**config.mk**
```make
export PLATFORM = sky130hd
export DESIGN_NAME = uart_rx
export DESIGN_NICKNAME = d
export VERILOG_FILES = /design/src/rtl/uart_rx.sv
export SDC_FILE = /design/constraint.sdc
export NUM_CORES = 1
export LEC_CHECK = 0
export BUFFER_PORTS_ARGS = -buffer_cell sky130_fd_sc_hd__buf_4
export CORE_ASPECT_RATIO = 1.2
export CORE_MARGIN = 3
export CORE_UTILIZATION = 54
export CTS_BUF_LIST = sky130_fd_sc_hd__clkbuf_2
export DETAILED_ROUTE_END_ITERATION = 8
export PLACE_DENSITY = 0.77
export RECOVER_POWER = 100
export SLEW_MARGIN = 10
export SYNTH_ARGS = -nofsm -noshare
export SYNTH_HDL_FRONTEND = slang
export SYNTH_SLANG_ARGS = --single-unit
```
**constraint.sdc**
```tcl
create_clock -name clk -period 1.7 [get_ports clk]
set_input_delay 0.085 -clock clk [delete_from_list [all_inputs] [get_ports clk]]
set_output_delay 0.085 -clock clk [all_outputs]
set_load 0.02 [all_outputs]
```
**src/rtl/uart_rx.sv**
```systemverilog
//==============================================================================
// Module   : uart_rx
// Brief    : 8N1 UART receiver with 2-flop input synchroniser, start-bit
//            validation, mid-bit sampling and one-cycle valid/frame-error strobes.
// Revision : 1.0 - initial release
//==============================================================================
`timescale 1ns/1ps
`default_nettype none

module uart_rx #(
    parameter int CLK_PER_BIT = 87,
    parameter int CNT_W       = $clog2(CLK_PER_BIT)
) (
    input  logic       clk,
    input  logic       i_rst_n,
    input  logic       i_rx,
    output logic [7:0] o_data,
    output logic       o_valid,
    output logic       o_frame_err,
    output logic       o_busy,
    output logic [1:0] o_state
);

    localparam logic [1:0] c_IDLE  = 2'b00;
    localparam logic [1:0] c_START = 2'b01;
    localparam logic [1:0] c_DATA  = 2'b11;
    localparam logic [1:0] c_STOP  = 2'b10;

    localparam logic [CNT_W-1:0] c_HALF = CNT_W'((CLK_PER_BIT - 1) / 2);
    localparam logic [CNT_W-1:0] c_LAST = CNT_W'(CLK_PER_BIT - 1);
    localparam logic [CNT_W-1:0] c_ONE  = CNT_W'(1);

    logic             r_rx_meta;
    logic             r_rx_s;
    logic [1:0]       r_state;
    logic [CNT_W-1:0] r_cnt;
    logic [2:0]       r_idx;
    logic [7:0]       r_shift;
    logic [7:0]       r_data;
    logic             r_valid;
    logic             r_frame_err;
    logic             w_cnt_last;

    // Both flops reset high so a reset never fabricates a start bit.
    always_ff @(posedge clk or negedge i_rst_n) begin
        if (!i_rst_n) begin
            r_rx_meta <= 1'b1;
            r_rx_s    <= 1'b1;
        end else begin
            r_rx_meta <= i_rx;
            r_rx_s    <= r_rx_meta;
        end
    end

    assign w_cnt_last = (r_cnt == c_LAST);

    always_ff @(posedge clk or negedge i_rst_n) begin
        if (!i_rst_n) begin
            r_state     <= c_IDLE;
            r_cnt       <= '0;
            r_idx       <= 3'd0;
            r_shift     <= 8'h00;
            r_data      <= 8'h00;
            r_valid     <= 1'b0;
            r_frame_err <= 1'b0;
        end else begin
            r_valid     <= 1'b0;
            r_frame_err <= 1'b0;
            case (r_state)
                c_IDLE: begin
                    r_cnt <= '0;
                    r_idx <= 3'd0;
                    if (!r_rx_s) begin
                        r_state <= c_START;
                    end
                end
                c_START: begin
                    if (r_cnt == c_HALF) begin
                        r_cnt   <= '0;
                        r_state <= r_rx_s ? c_IDLE : c_DATA;
                    end else begin
                        r_cnt <= r_cnt + c_ONE;
                    end
                end
                c_DATA: begin
                    if (w_cnt_last) begin
                        r_cnt          <= '0;
                        r_shift[r_idx] <= r_rx_s;
                        if (r_idx == 3'd7) begin
                            r_idx   <= 3'd0;
                            r_state <= c_STOP;
                        end else begin
                            r_idx <= r_idx + 3'd1;
                        end
                    end else begin
                        r_cnt <= r_cnt + c_ONE;
                    end
                end
                c_STOP: begin
                    // Returning to IDLE at mid-stop lets a back-to-back start bit be caught.
                    if (w_cnt_last) begin
                        r_cnt   <= '0;
                        r_state <= c_IDLE;
                        if (r_rx_s) begin
                            r_data  <= r_shift;
                            r_valid <= 1'b1;
                        end else begin
                            r_frame_err <= 1'b1;
                        end
                    end else begin
                        r_cnt <= r_cnt + c_ONE;
                    end
                end
                default: begin
                    r_state <= c_IDLE;
                    r_cnt   <= '0;
                    r_idx   <= 3'd0;
                end
            endcase
        end
    end

    assign o_data      = r_data;
    assign o_valid     = r_valid;
    assign o_frame_err = r_frame_err;
    assign o_busy      = (r_state != c_IDLE);
    assign o_state     = r_state;

endmodule

`default_nettype wire

```
## Word level (Yosys, flattened, before mapping)

Index checks and enable logic that the tools add are counted.

- Bits of input ports: 3
- Output and inout bits: 13
- Bits in registers: 32
- Logic and storage cells: 55

- Add/subtract/negate cells: 2
- Reduce and logical (&&, ||, !) cells: 9
- $lt $le $gt $ge: 2
- Eq/ne operators: 11
- Multiplexer cells: 22

Operators by type and width:

| kind | count |
|---|---|
| $pmux W7 S3 | 1 |
| $mux W7 | 2 |
| $mux W2 | 6 |
| $ne A2 B2 Y1 const B | 5 |
| $bwmux W8 | 1 |
| $pmux W2 S4 | 1 |
| $add A7 B1 Y7 const B | 1 |
| $eq A7 B6 Y1 const B | 1 |
| $eq A7 B7 Y1 const B | 1 |
| $mux W1 | 7 |
| $mux W3 | 2 |
| $pmux W3 S2 | 1 |
| $reduce_and A5 Y1 | 1 |
| $eq A2 B2 Y1 const B | 2 |
| $lt A3 B4 Y1 const B | 1 |
| $reduce_and A2 Y1 | 2 |
| $reduce_bool A2 Y1 | 2 |
| $add A3 B1 Y3 const B | 1 |
| $demux W1 S3 | 1 |
| $eq A3 B3 Y1 const B | 1 |
| $ge A3 B1 Y1 const B | 1 |
| $reduce_and A3 Y1 | 1 |
| $eq A2 B1 Y1 const B | 1 |
| $logic_not A2 Y1 | 1 |
| other kinds (2) | 2 |

## Longest topological paths before layout

Gate-level depths: netlist of the first run.

- Depth in word-level cells: 5
- Depth in mapped cells: 6
- Mapped depth without buffers: 5

## Worst setup path before layout of the first run

Ideal clock, no wire load.

- Path kind: register to register
- Start: register r_cnt[3]
- End: register r_data[0] (netlist: o_data[0])
- Buffers on the path: 2
- Stages on the path, launching flop included: 6
- Setup time: 0.125 ns
- Data arrival time: 1.527 ns
- Path slack: 0.048 ns
- Cell sequence: dfrtp_1 > nand4bb_1 > buf_2 > or3_1 > buf_6 > mux2_4

- Cells in the longest elaborated chain, start to end: 2

RTL lines:

| element | RTL line | source |
|---|---|---|
| start, declared | 36 | `logic [CNT_W-1:0] r_cnt;` |
| start signal, assigned | 82 | `r_cnt <= r_cnt + c_ONE;` |
| start signal, assigned | 96 | `r_cnt <= r_cnt + c_ONE;` |
| start signal, assigned | 111 | `r_cnt <= r_cnt + c_ONE;` |
| $eq A7 B7 Y1 | 55 | `assign w_cnt_last = (r_cnt == c_LAST);` |
| $reduce_and A3 Y1 (no line) | -- |  |
| end signal, assigned | 105 | `r_data <= r_shift;` |
| end, declared | 39 | `logic [7:0] r_data;` |

Every way passes these cells.
A chain may end at the register's enable or synchronous reset.

## Worst setup path after layout of the first run

- Start: register r_cnt[3]
- End: register r_idx[2]

- Cells in the longest elaborated chain, start to end: 3

RTL lines:

| element | RTL line | source |
|---|---|---|
| $eq A7 B7 Y1 | 55 |  |
| $ne A2 B2 Y1 (no line) | -- |  |
| $reduce_and A2 Y1 (no line) | -- |  |
| end signal, assigned | 93 | `r_idx <= r_idx + 3'd1;` |
| end, declared | 37 | `logic [2:0] r_idx;` |

Every way passes these cells.

==> run_results.csv, run 1 <==
group,metric,value,unit
run_status,status,"completed",
global_routing,grt_pass1_vias,1117,
drt,wl_per_cell,16.6,µm
power_and_ir_drop,ir_drop,0.503,mV
drt,route.detailed.drc,0,
yosys,synthTopCellsByCount,"30 x dfrtp_1, 8 x mux2_2, 8 x mux2_4, 6 x nand3_1, 6 x nor3_1",
power_and_ir_drop,pwr-share-clk,25.6,%
finish,area_delta_synth_final,24.3,%
placed_design,dpl.hpwl,2180,µm
power_and_ir_drop,combinationalPowerShare,11.7,%
yosys,yosysSeqAreaShare,53.1,%
drt,first_pass_iters,4,
sta,finalCritPeriodShare,98.1,%
clock_tree,htree_num_levels,2,
yosys,synth_enable_flop_cells,0,
sta,hold_viol,0,
worst_setup_path,critPathLaunchType,"flop",
worst_setup_path,cp_data_required_time,1.95,ns
yosys,ys_warn_count,0,
worst_setup_path,worstPathCellList,"nand4bb_1, clkbuf_1, o31a_1, a211o_1",
sta,period_needed,1.67,ns
power_and_ir_drop,power.density,669,mW/mm²
finish,finalCoreUtilization,72.3,%
yosys,synthesis.area,0.00151,mm²
yosys,yosysTopAreaCell,"dfrtp_1",
global_routing,grt_pass1_wl,5130,µm
worst_setup_path,cpLargestDelayFamily,"compound AO/OA/AOI/OAI gates",
yosys,ys.flop_type,"dfrtp_1",
worst_setup_path,path_buf_inv,1,
power_and_ir_drop,p_sw,333,µW
clock_tree,cts.path.max_buffers,2,
sta,maxSlewViolCount,0,
yosys,yosys.area.top_type_share,49.6,%
sta,max_slew.worst_pin.slew,0.796,ns
power_and_ir_drop,totalPowerFinal,1.26,mW
worst_setup_path,cp-end-kind,"flop",
yosys,yosysMostFrequentCell,"dfrtp_1",
finish,n_fill_cell,190,
finish,nets,172,
yosys,syn_area_per_cell,12.2,µm²
drt,ant_nets,0,
yosys,postSynth.asyncResetShare,100,%
clock_tree,cts_buffers,5,
worst_setup_path,slowest_delay,0.43,ns
power_and_ir_drop,internal-power,925,µW
drt,drt-vias-per-instance,5.62,
clock_tree,clkTransAtPathRegs,0.15,ns
yosys,synth.distinct_cells,39,
yosys,syn_inst,124,
floorplanning,die_w,54.3,µm
clock_tree,tritoncts,"yes",
global_routing,grt_max_degree,33,
worst_setup_path,worstPathArrival,1.92,ns
floorplanning,die_y,64,µm
clock_tree,worstSkewPairLatency,0.36,ns
global_routing,grt.total_usage,20.4,%
placed_design,gp_congestion,0.840,
floorplanning,rows,20,
power_and_ir_drop,seqPwrFrac,62.7,%
floorplanning,start_util,58.2,%
clock_tree,cts.sinks,32,
yosys,syn_nets,131,
yosys,synthTopCellsByArea,"dfrtp_1 50%, mux2_4 7.9%, mux2_2 6.0%",
global_routing,gr-total-overflow,0,
finish,drive_gt1_share,37.0,%
power_and_ir_drop,switching_share,26.5,%
worst_hold_path,hp-class,"input port to async pin",
worst_setup_path,cp_slowest_cell,"dfrtp_1",
clock_tree,cts_root_buf,"clkbuf_2",
floorplanning,die_area,0.00348,mm²
power_and_ir_drop,cellLeakagePower,0.889,nW
yosys,ys_ff_latch,32,
worst_setup_path,critPathKind,"flop to flop",
sta,skew,0.0146,ns
worst_setup_path,path_max_fanout,7,
sta,setup_viol,0,
finish,n_antenna_cell,0,
sta,rsz0062_at_grt,"true",
drt,num_vias,1113,
placed_design,numPortBuffers,15,
sta,fmax,600,MHz
floorplanning,core,0.00260,mm²
floorplanning,ioPinCount,16,
drt,wl,3290,µm
job,max_cap_viol_count,0,
drt,drtIter0Drc,21,
sta,relSlewSlack,46.9,%
global_routing,antenna_found_initial,0,
==> power by group through the flow <==
stage / clock network, mW / logic, mW / registers (mW)
floorplan: 0 / 0.0600 / 0.813
finish: 0.322 / 0.147 / 0.789
detailed placement: 0 / 0.135 / 0.804
global placement: 0 / 0.130 / 0.803
CTS: 0.333 / 0.142 / 0.790
global route: 0.369 / 0.167 / 0.792
==> cells by family after synthesis <==
logic type	after synthesis	share of synthesized area [%]
simple gates	36	14.9
flops	32	53.1
compound gates	20	9.26
mux	16	13.9
buf+inv	13	3.88
fa+ha+maj	4	3.31
xor+xnor	3	1.74
==> routing by layer <==
layer | routed length [µm] | share of wire (%) | global-route usage (%)
met3 | 108 | 3.3 | 5.36
met1 | 1410 | 43 | 24.1
met2 | 1730 | 53 | 33.5
met4 | 44 | 1.3 | 9.03
met5 | 0 | 0 | 0
==> state kept, by name, summed over array words and instances (netlist names) <==
register,cells
o_data,8
r_rx_meta,1
r_shift,8
r_idx,3
r_cnt,7
o_valid,1
o_state,2
r_rx_s,1
o_frame_err,1
==> worst paths after layout <==
path / startpoint / to / slack (ns) / depth (start not counted)
worst max-delay path: r_cnt[3]$_DFF_PN0_ / r_idx[2]$_DFFE_PN0P_ / 0.03 / 4
worst min-delay path: i_rst_n / o_data[6]$_DFFE_PN0P_ / 0.33 / 2
worst max register to register: r_cnt[3]$_DFF_PN0_ / r_idx[2]$_DFFE_PN0P_ / 0.03 / 4
worst min register to register: r_rx_meta$_DFF_PN1_ / r_rx_s$_DFF_PN1_ / 0.37 / 0
max in group asynchronous: i_rst_n / r_shift[0]$_DFFE_PN0P_ / 0.86 / 2
min in group clk: r_rx_meta$_DFF_PN1_ / r_rx_s$_DFF_PN1_ / 0.37 / 0
==> cells in the final DEF (no fill, tap or decap), types with 5 or more instances in the layout <==
| cell type | synthesis | layout |
|---|---|---|
| a21oi_1 | 5 | 5 |
| buf_4 | 0 | 21 |
| clkbuf_1 | 5 | 13 |
| clkbuf_2 | 0 | 7 |
| dfrtp_1 | 30 | 30 |
| inv_1 | 5 | 5 |
| mux2_2 | 8 | 8 |
| mux2_4 | 8 | 8 |
| nand3_1 | 6 | 6 |
| nor3_1 | 6 | 6 |
==> final cells by class <==
| class | instances | area [µm²] | share of cell area (%) |
|---|---|---|---|
| sequential | 32 | 803 | 42.7 |
| multi-input combinational | 79 | 712 | 37.8 |
| timing repair buffer | 42 | 274 | 14.6 |
| tap | 33 | 41.3 | 2.19 |
| clock buffer | 5 | 25.0 | 1.33 |
| inverter | 5 | 18.8 | 0.997 |
| clock inverter | 2 | 7.51 | 0.399 |
==> stage by stage <==
stage                     worst slack (ns)  TNS (ns)  hold WS [ns]  std cells  area (µm²)
after floorplan                     0.0483         0        -0.211        124        1510
after global placement              0.0695         0        0.0316        182        1760
after detailed placement           -0.0103   -0.0103        0.0436        182        1760
after CTS                          0.00116         0         0.174        193        1840
after global routing               -0.0570    -0.326         0.347        198        1880
final                               0.0324         0         0.334        198        1880
==> worst reg2reg max path, stage by stage, from the launching register on <==
cell and delay (ns):
dfrtp_1 0.43, nand4bb_1 0.24, clkbuf_1 0.22, o31a_1 0.36, a211o_1 0.32
==> repair_timing <==
item / in CTS / in global routing
resized for setup: 2 / 14
gates cloned: 0 / 1
buffers inserted: 2 / 4
hold buffers: 2 / 0
pin swaps: 0 / 2
hold endpoints to repair: 33 / 0
endpoints found under the setup margin: 5 / 17
Note: power is estimated with default switching activity, not from simulation.
==> run 2, diff against run 1 <==
RECOVER_POWER = 25   (was 100)
REMOVE_ABC_BUFFERS = 1   (was unset)
==> run 2 against run 1 <==
Worst hold slack worse by 0.034 ns. Count of clock-buffer cells in the layout is 1 higher. Via count down 0.18%. Routed wire length fell by 6.4%. Clock skew fell by 0.0065 ns. Cell count decreased by 1.0%. Sequential cell count unchanged. Combinational power rose by 5%. Clock power up 57%. Critical path type unchanged. Critical endpoint is now o_data[5]$_DFFE_PN0P_. Largest power group unchanged.
==> run_results.csv, run 2 (synthesis gave the netlist of run 1 again) <==
group,metric,value,unit
worst_setup_path,cp_data_required_time,1.97,ns
global_routing,grt_pass1_wl,4930,µm
floorplanning,core,0.00260,mm²
floorplanning,die_y,64,µm
drt,wl_per_cell,15.7,µm
clock_tree,cts.path.max_buffers,2,
sta,hold_ws,0.300,ns
run_status,status,"completed",
power_and_ir_drop,ir_drop,0.591,mV
worst_setup_path,path_max_fanout,4,
floorplanning,ioPinCount,16,
sta,max_slew.worst_pin.slew,0.741,ns
worst_setup_path,startpoint,"r_cnt[3]$_DFF_PN0_",
sta,setup_viol,0,
global_routing,antenna_found_initial,0,
clock_tree,cts.sinks,32,
drt,ant_nets,0,
sta,hold_viol,0,
floorplanning,start_util,58.2,%
clock_tree,tritoncts,"yes",
global_routing,gr-total-overflow,0,
drt,wl,3080,µm
placed_design,gp_congestion,0.812,
drt,route.detailed.drc,0,
floorplanning,die_w,54.3,µm
drt,drt-vias-per-instance,5.67,
worst_setup_path,reg2regPathDepth,4,
clock_tree,cts_root_buf,"clkbuf_2",
power_and_ir_drop,power.density,749,mW/mm²
worst_setup_path,critPathKind,"flop to flop",
clock_tree,htree_num_levels,2,
sta,relSlewSlack,50.6,%
finish,final_common_cell,"buf_4",
finish,nets,169,
floorplanning,rows,20,
global_routing,grt.total_usage,19.7,%
worst_setup_path,critPathLaunchType,"flop",
drt,drtIter0Drc,16,
sta,fmax,605,MHz
drt,num_vias,1111,
finish,n_antenna_cell,0,
sta,fin_tns_setup,0,ns
job,max_cap_viol_count,0,
power_and_ir_drop,totalPowerFinal,1.45,mW
clock_tree,cts_buffers,5,
power_and_ir_drop,cellLeakagePower,0.941,nW
placed_design,numPortBuffers,15,
sta,skew,0.00817,ns
sta,finalCritPeriodShare,97.3,%
finish,drive_gt1_share,46.0,%
global_routing,grt_pass1_vias,1143,
sta,period_needed,1.65,ns
clock_tree,worstSkewPairLatency,0.36,ns
sta,maxSlewViolCount,0,
clock_tree,clkTransAtPathRegs,0.16,ns
worst_setup_path,timing.rr.start,"r_cnt[3]$_DFF_PN0_",
worst_hold_path,hp-class,"input port to async pin",
worst_setup_path,cp-end-kind,"flop",
global_routing,grt_max_degree,33,
drt,first_pass_iters,4,
floorplanning,die_area,0.00348,mm²
placed_design,dpl.hpwl,2050,µm
finish,layout_common_cells,"33 x buf_4, 30 x dfrtp_1, 8 x mux2_2, 8 x mux2_4, 7 x clkbuf_2",
finish,area_delta_synth_final,28.1,%
worst_setup_path,worstPathArrival,1.92,ns
==> run 2: cell count changes in the layout (fill, tap and decap cells not counted), sizes merged <==
cell and change:
clkbuf -14, bufinv +1, buf +12, clkinv -1
==> run 2: metal layers <==
metal  vias up  wire [µm]  global-route usage, %
met5         -          0                      0
met4         0         84                   10.3
met3         7        108                   5.13
met1       547       1220                   22.6
met2        26       1680                   32.2
li1        531          -                      -
==> run 2: area by class of cell <==
type / count / area, µm²
tap: 33 / 41.3
timing repair buffer: 39 / 297
inverter: 5 / 18.8
sequential: 32 / 803
clock inverter: 2 / 35.0
clock buffer: 6 / 30.0
fill: 188 / 663
multi-input combinational: 79 / 714
==> run 2: what timing repair did <==
action,in CTS,in global routing
endpoints found under the hold margin,33,0
hold buffers,2,0
resized for setup,4,8
pin swaps,0,5
buffers inserted,0,2
endpoints found under the setup margin,9,18
cloned,0,1
==> run 2: report_power, final <==
part | internal [mW] | switching [mW]
sequential | 0.780 | 0.0133
combinational | 0.0689 | 0.0849
clock | 0.253 | 0.252
total | 1.10 | 0.350
==> run 2: path summary, 6_finish.rpt <==
path                                         endpoint  slack [ns]
worst max-delay path            o_data[5]$_DFFE_PN0P_        0.05
worst min-delay path            o_data[1]$_DFFE_PN0P_        0.30
worst max register to register  o_data[5]$_DFFE_PN0P_        0.05
worst min register to register       r_rx_s$_DFF_PN1_        0.37
max in group asynchronous       o_data[7]$_DFFE_PN0P_        0.93
min in group clk                  r_rx_meta$_DFF_PN1_        0.36
==> run 2: worst max-delay path: stages, from the launching register on <==
cell and delay, ns:
dfrtp_1 0.42, nand4bb_4 0.24, or3_4 0.42, buf_2 0.18
mux2_4 0.30
==> run 2: through the flow <==
stage,setup slack [ns],area [µm²],cells,utilization (%)
after floorplan,-0.338,1470,116,-
after global placement,0.0201,1770,183,68.0
after detailed placement,0.00780,1770,183,68.0
after CTS,0.0136,1890,193,72.6
after global routing,-0.0170,1940,196,74.5
final,0.0466,1940,196,74.5
==> run 3, diff against run 2 <==
CORE_UTILIZATION = 60   (was 54)
PLACE_DENSITY = 0.81   (was 0.77)
clock period = 1.6 ns   (was 1.7 ns; I/O delays follow)
==> run 3 against run 2 <==
Cell count did not move. Maximum frequency down 1.4%. Worst setup slack worse by 0.12 ns. Clock power down 24%. Utilization is 14 points higher. Worst hold slack got worse by 0.0036 ns. The flow now finishes with violations (negative setup slack).
==> run_results.csv, run 3 (synthesis gave the netlist of run 1 again) <==
group,metric,value,unit
finish,layout_common_cells,"33 x buf_4, 29 x dfrtp_1, 12 x mux2_4",
sta,skew,0.0155,ns
run_status,status,"complete, but fails checks",
drt,first_pass_iters,4,
floorplanning,core,0.00235,mm²
job,max_cap_viol_count,0,
worst_setup_path,critPathKind,"flop to flop",
sta,rsz0062_at_grt,"true",
worst_hold_path,hp-class,"input port to async pin",
sta,max_slew.worst_pin.slew,0.778,ns
run_status,violations,"negative setup slack",
sta,hold_viol,0,
floorplanning,start_util,64.3,%
finish,n_antenna_cell,0,
worst_setup_path,cp_data_required_time,1.86,ns
clock_tree,cts_root_buf,"clkbuf_2",
worst_setup_path,worstPathArrival,1.94,ns
finish,final_cells,196,
floorplanning,rows,19,
floorplanning,ioPinCount,16,
global_routing,use_met2,47.9,%
global_routing,grt_max_degree,33,
sta,hold_ws,0.296,ns
sta,relSlewSlack,48.1,%
sta,period_needed,1.68,ns
drt,num_vias,1238,
finish,final_common_cell,"buf_4",
clock_tree,cts.sinks,32,
drt,route.detailed.drc,0,
global_routing,grt_pass1_wl,5800,µm
floorplanning,die_area,0.00316,mm²
placed_design,placed_cells,182,
sta,fin_ws,-0.0765,ns
worst_setup_path,critPathLaunchType,"flop",
global_routing,gr-total-overflow,0,
clock_tree,tritoncts,"yes",
placed_design,postPlaceCellArea,0.00178,mm²
power_and_ir_drop,cellLeakagePower,0.965,nW
sta,fin_tns_setup,-0.715,ns
placed_design,place_ws,-0.123,ns
floorplanning,die_y,61.0,µm
worst_setup_path,worstPathCellList,"nand4bb_4, or3_4, buf_6, mux2_4",
worst_setup_path,slowest_delay,0.46,ns
clock_tree,cts.path.max_buffers,2,
sta,setup_viol,18,
sta,maxSlewViolCount,0,
worst_setup_path,cp_slowest_cell,"dfrtp_1",
global_routing,grt.total_usage,26.3,%
power_and_ir_drop,power.density,681,mW/mm²
finish,finalCoreUtilization,88.7,%
placed_design,numPortBuffers,15,
drt,wl,4070,µm
finish,n_fill_cell,103,
global_routing,use_met3,6.05,%
worst_setup_path,cp-end-kind,"flop",
power_and_ir_drop,totalPowerFinal,1.42,mW
clock_tree,worstSkewPairLatency,0.37,ns
worst_setup_path,path_max_fanout,5,
placed_design,dpl.hpwl,2240,µm
finish,nets,171,
drt,drtIter0Drc,60,
finish,drive_gt1_share,54.5,%
power_and_ir_drop,ir_drop,0.705,mV
finish,final_cell_area,0.00209,mm²
drt,wl_per_cell,20.8,µm
clock_tree,htree_num_levels,2,
floorplanning,die_w,51.9,µm
clock_tree,clkTransAtPathRegs,0.16,ns
global_routing,top_usage_layer,"met2",
drt,drt-vias-per-instance,6.32,
sta,finalCritPeriodShare,105,%
global_routing,antenna_found_initial,0,
global_routing,grt.met1_usage,28.6,%
sta,fmax,596,MHz
global_routing,grt_pass1_vias,1187,
placed_design,gp_congestion,0.909,
finish,area_delta_synth_final,37.9,%
clock_tree,cts_buffers,5,
drt,ant_nets,0,
run 3: changes by cell type in the layout (fill, tap and decap cells not counted), moves of 2 or more:
cell,change
mux2_2,-4
mux2_4,+4
nor3_1,-4
nor4_4,+4
buf_6,+3
nor3_2,+3
ha_1,-2
nor4_1,-2
nor4_2,-2
run 3: what timing repair did:
| item | in CTS | in global routing |
|---|---|---|
| hold endpoints to repair | 33 | 0 |
| gates resized for setup | 24 | 18 |
| setup buffers | 2 | 1 |
| cloned | 1 | 0 |
| hold buffers | 2 | 0 |
| setup endpoints to repair | 27 | 23 |
| pin swaps | 5 | 10 |
run 3: layout make-up:
cell class	count	area, µm²	share of cell area (%)
flip-flops and latches	32	805	38.5
repair buffers	41	325	15.6
clock buffers	7	35.0	1.68
multi-input cells	79	861	41.2
well taps	31	38.8	1.86
clock inverters	1	3.75	0.180
inverters	5	18.8	0.899
run 3: per-layer routing:
metal  share of wire, %  up-vias
met5                  0        -
met4                3.4        0
met3                6.4       18
met2                 52       73
met1                 38      608
li1                   -      539
run 3: path summary, 6_finish.rpt:
| check | start | to | slack (ns) | cells past startpoint |
|---|---|---|---|---|
| worst min-delay path | i_rst_n | r_shift[6]$_DFFE_PN0P_ | 0.30 | 2 |
| worst min register to register | r_rx_meta$_DFF_PN1_ | r_rx_s$_DFF_PN1_ | 0.37 | 0 |
| min in group clk | r_rx_meta$_DFF_PN1_ | r_rx_s$_DFF_PN1_ | 0.37 | 0 |
| worst max-delay path | r_cnt[3]$_DFF_PN0_ | o_data[6]$_DFFE_PN0P_ | -0.08 | 4 |
| worst max register to register | r_cnt[3]$_DFF_PN0_ | o_data[6]$_DFFE_PN0P_ | -0.08 | 4 |
| max in group asynchronous | i_rst_n | o_state[1]$_DFFE_PN0P_ | 0.76 | 2 |
run 3: critical path, delay by kind of cell, from the launching register on:
family | cells | cell delay (ns)
flip-flops | 1 | 0.46
buffers and inverters | 1 | 0.15
multiplexers | 1 | 0.30
AND/OR/NAND/NOR | 2 | 0.66
run 3: power breakdown:
| part | total, mW | switching (mW) | leakage, nW | internal (mW) |
|---|---|---|---|---|
| clock network | 0.383 | 0.266 | 0.0306 | 0.117 |
| registers | 0.845 | 0.0158 | 0.430 | 0.829 |
| logic | 0.193 | 0.111 | 0.504 | 0.0816 |
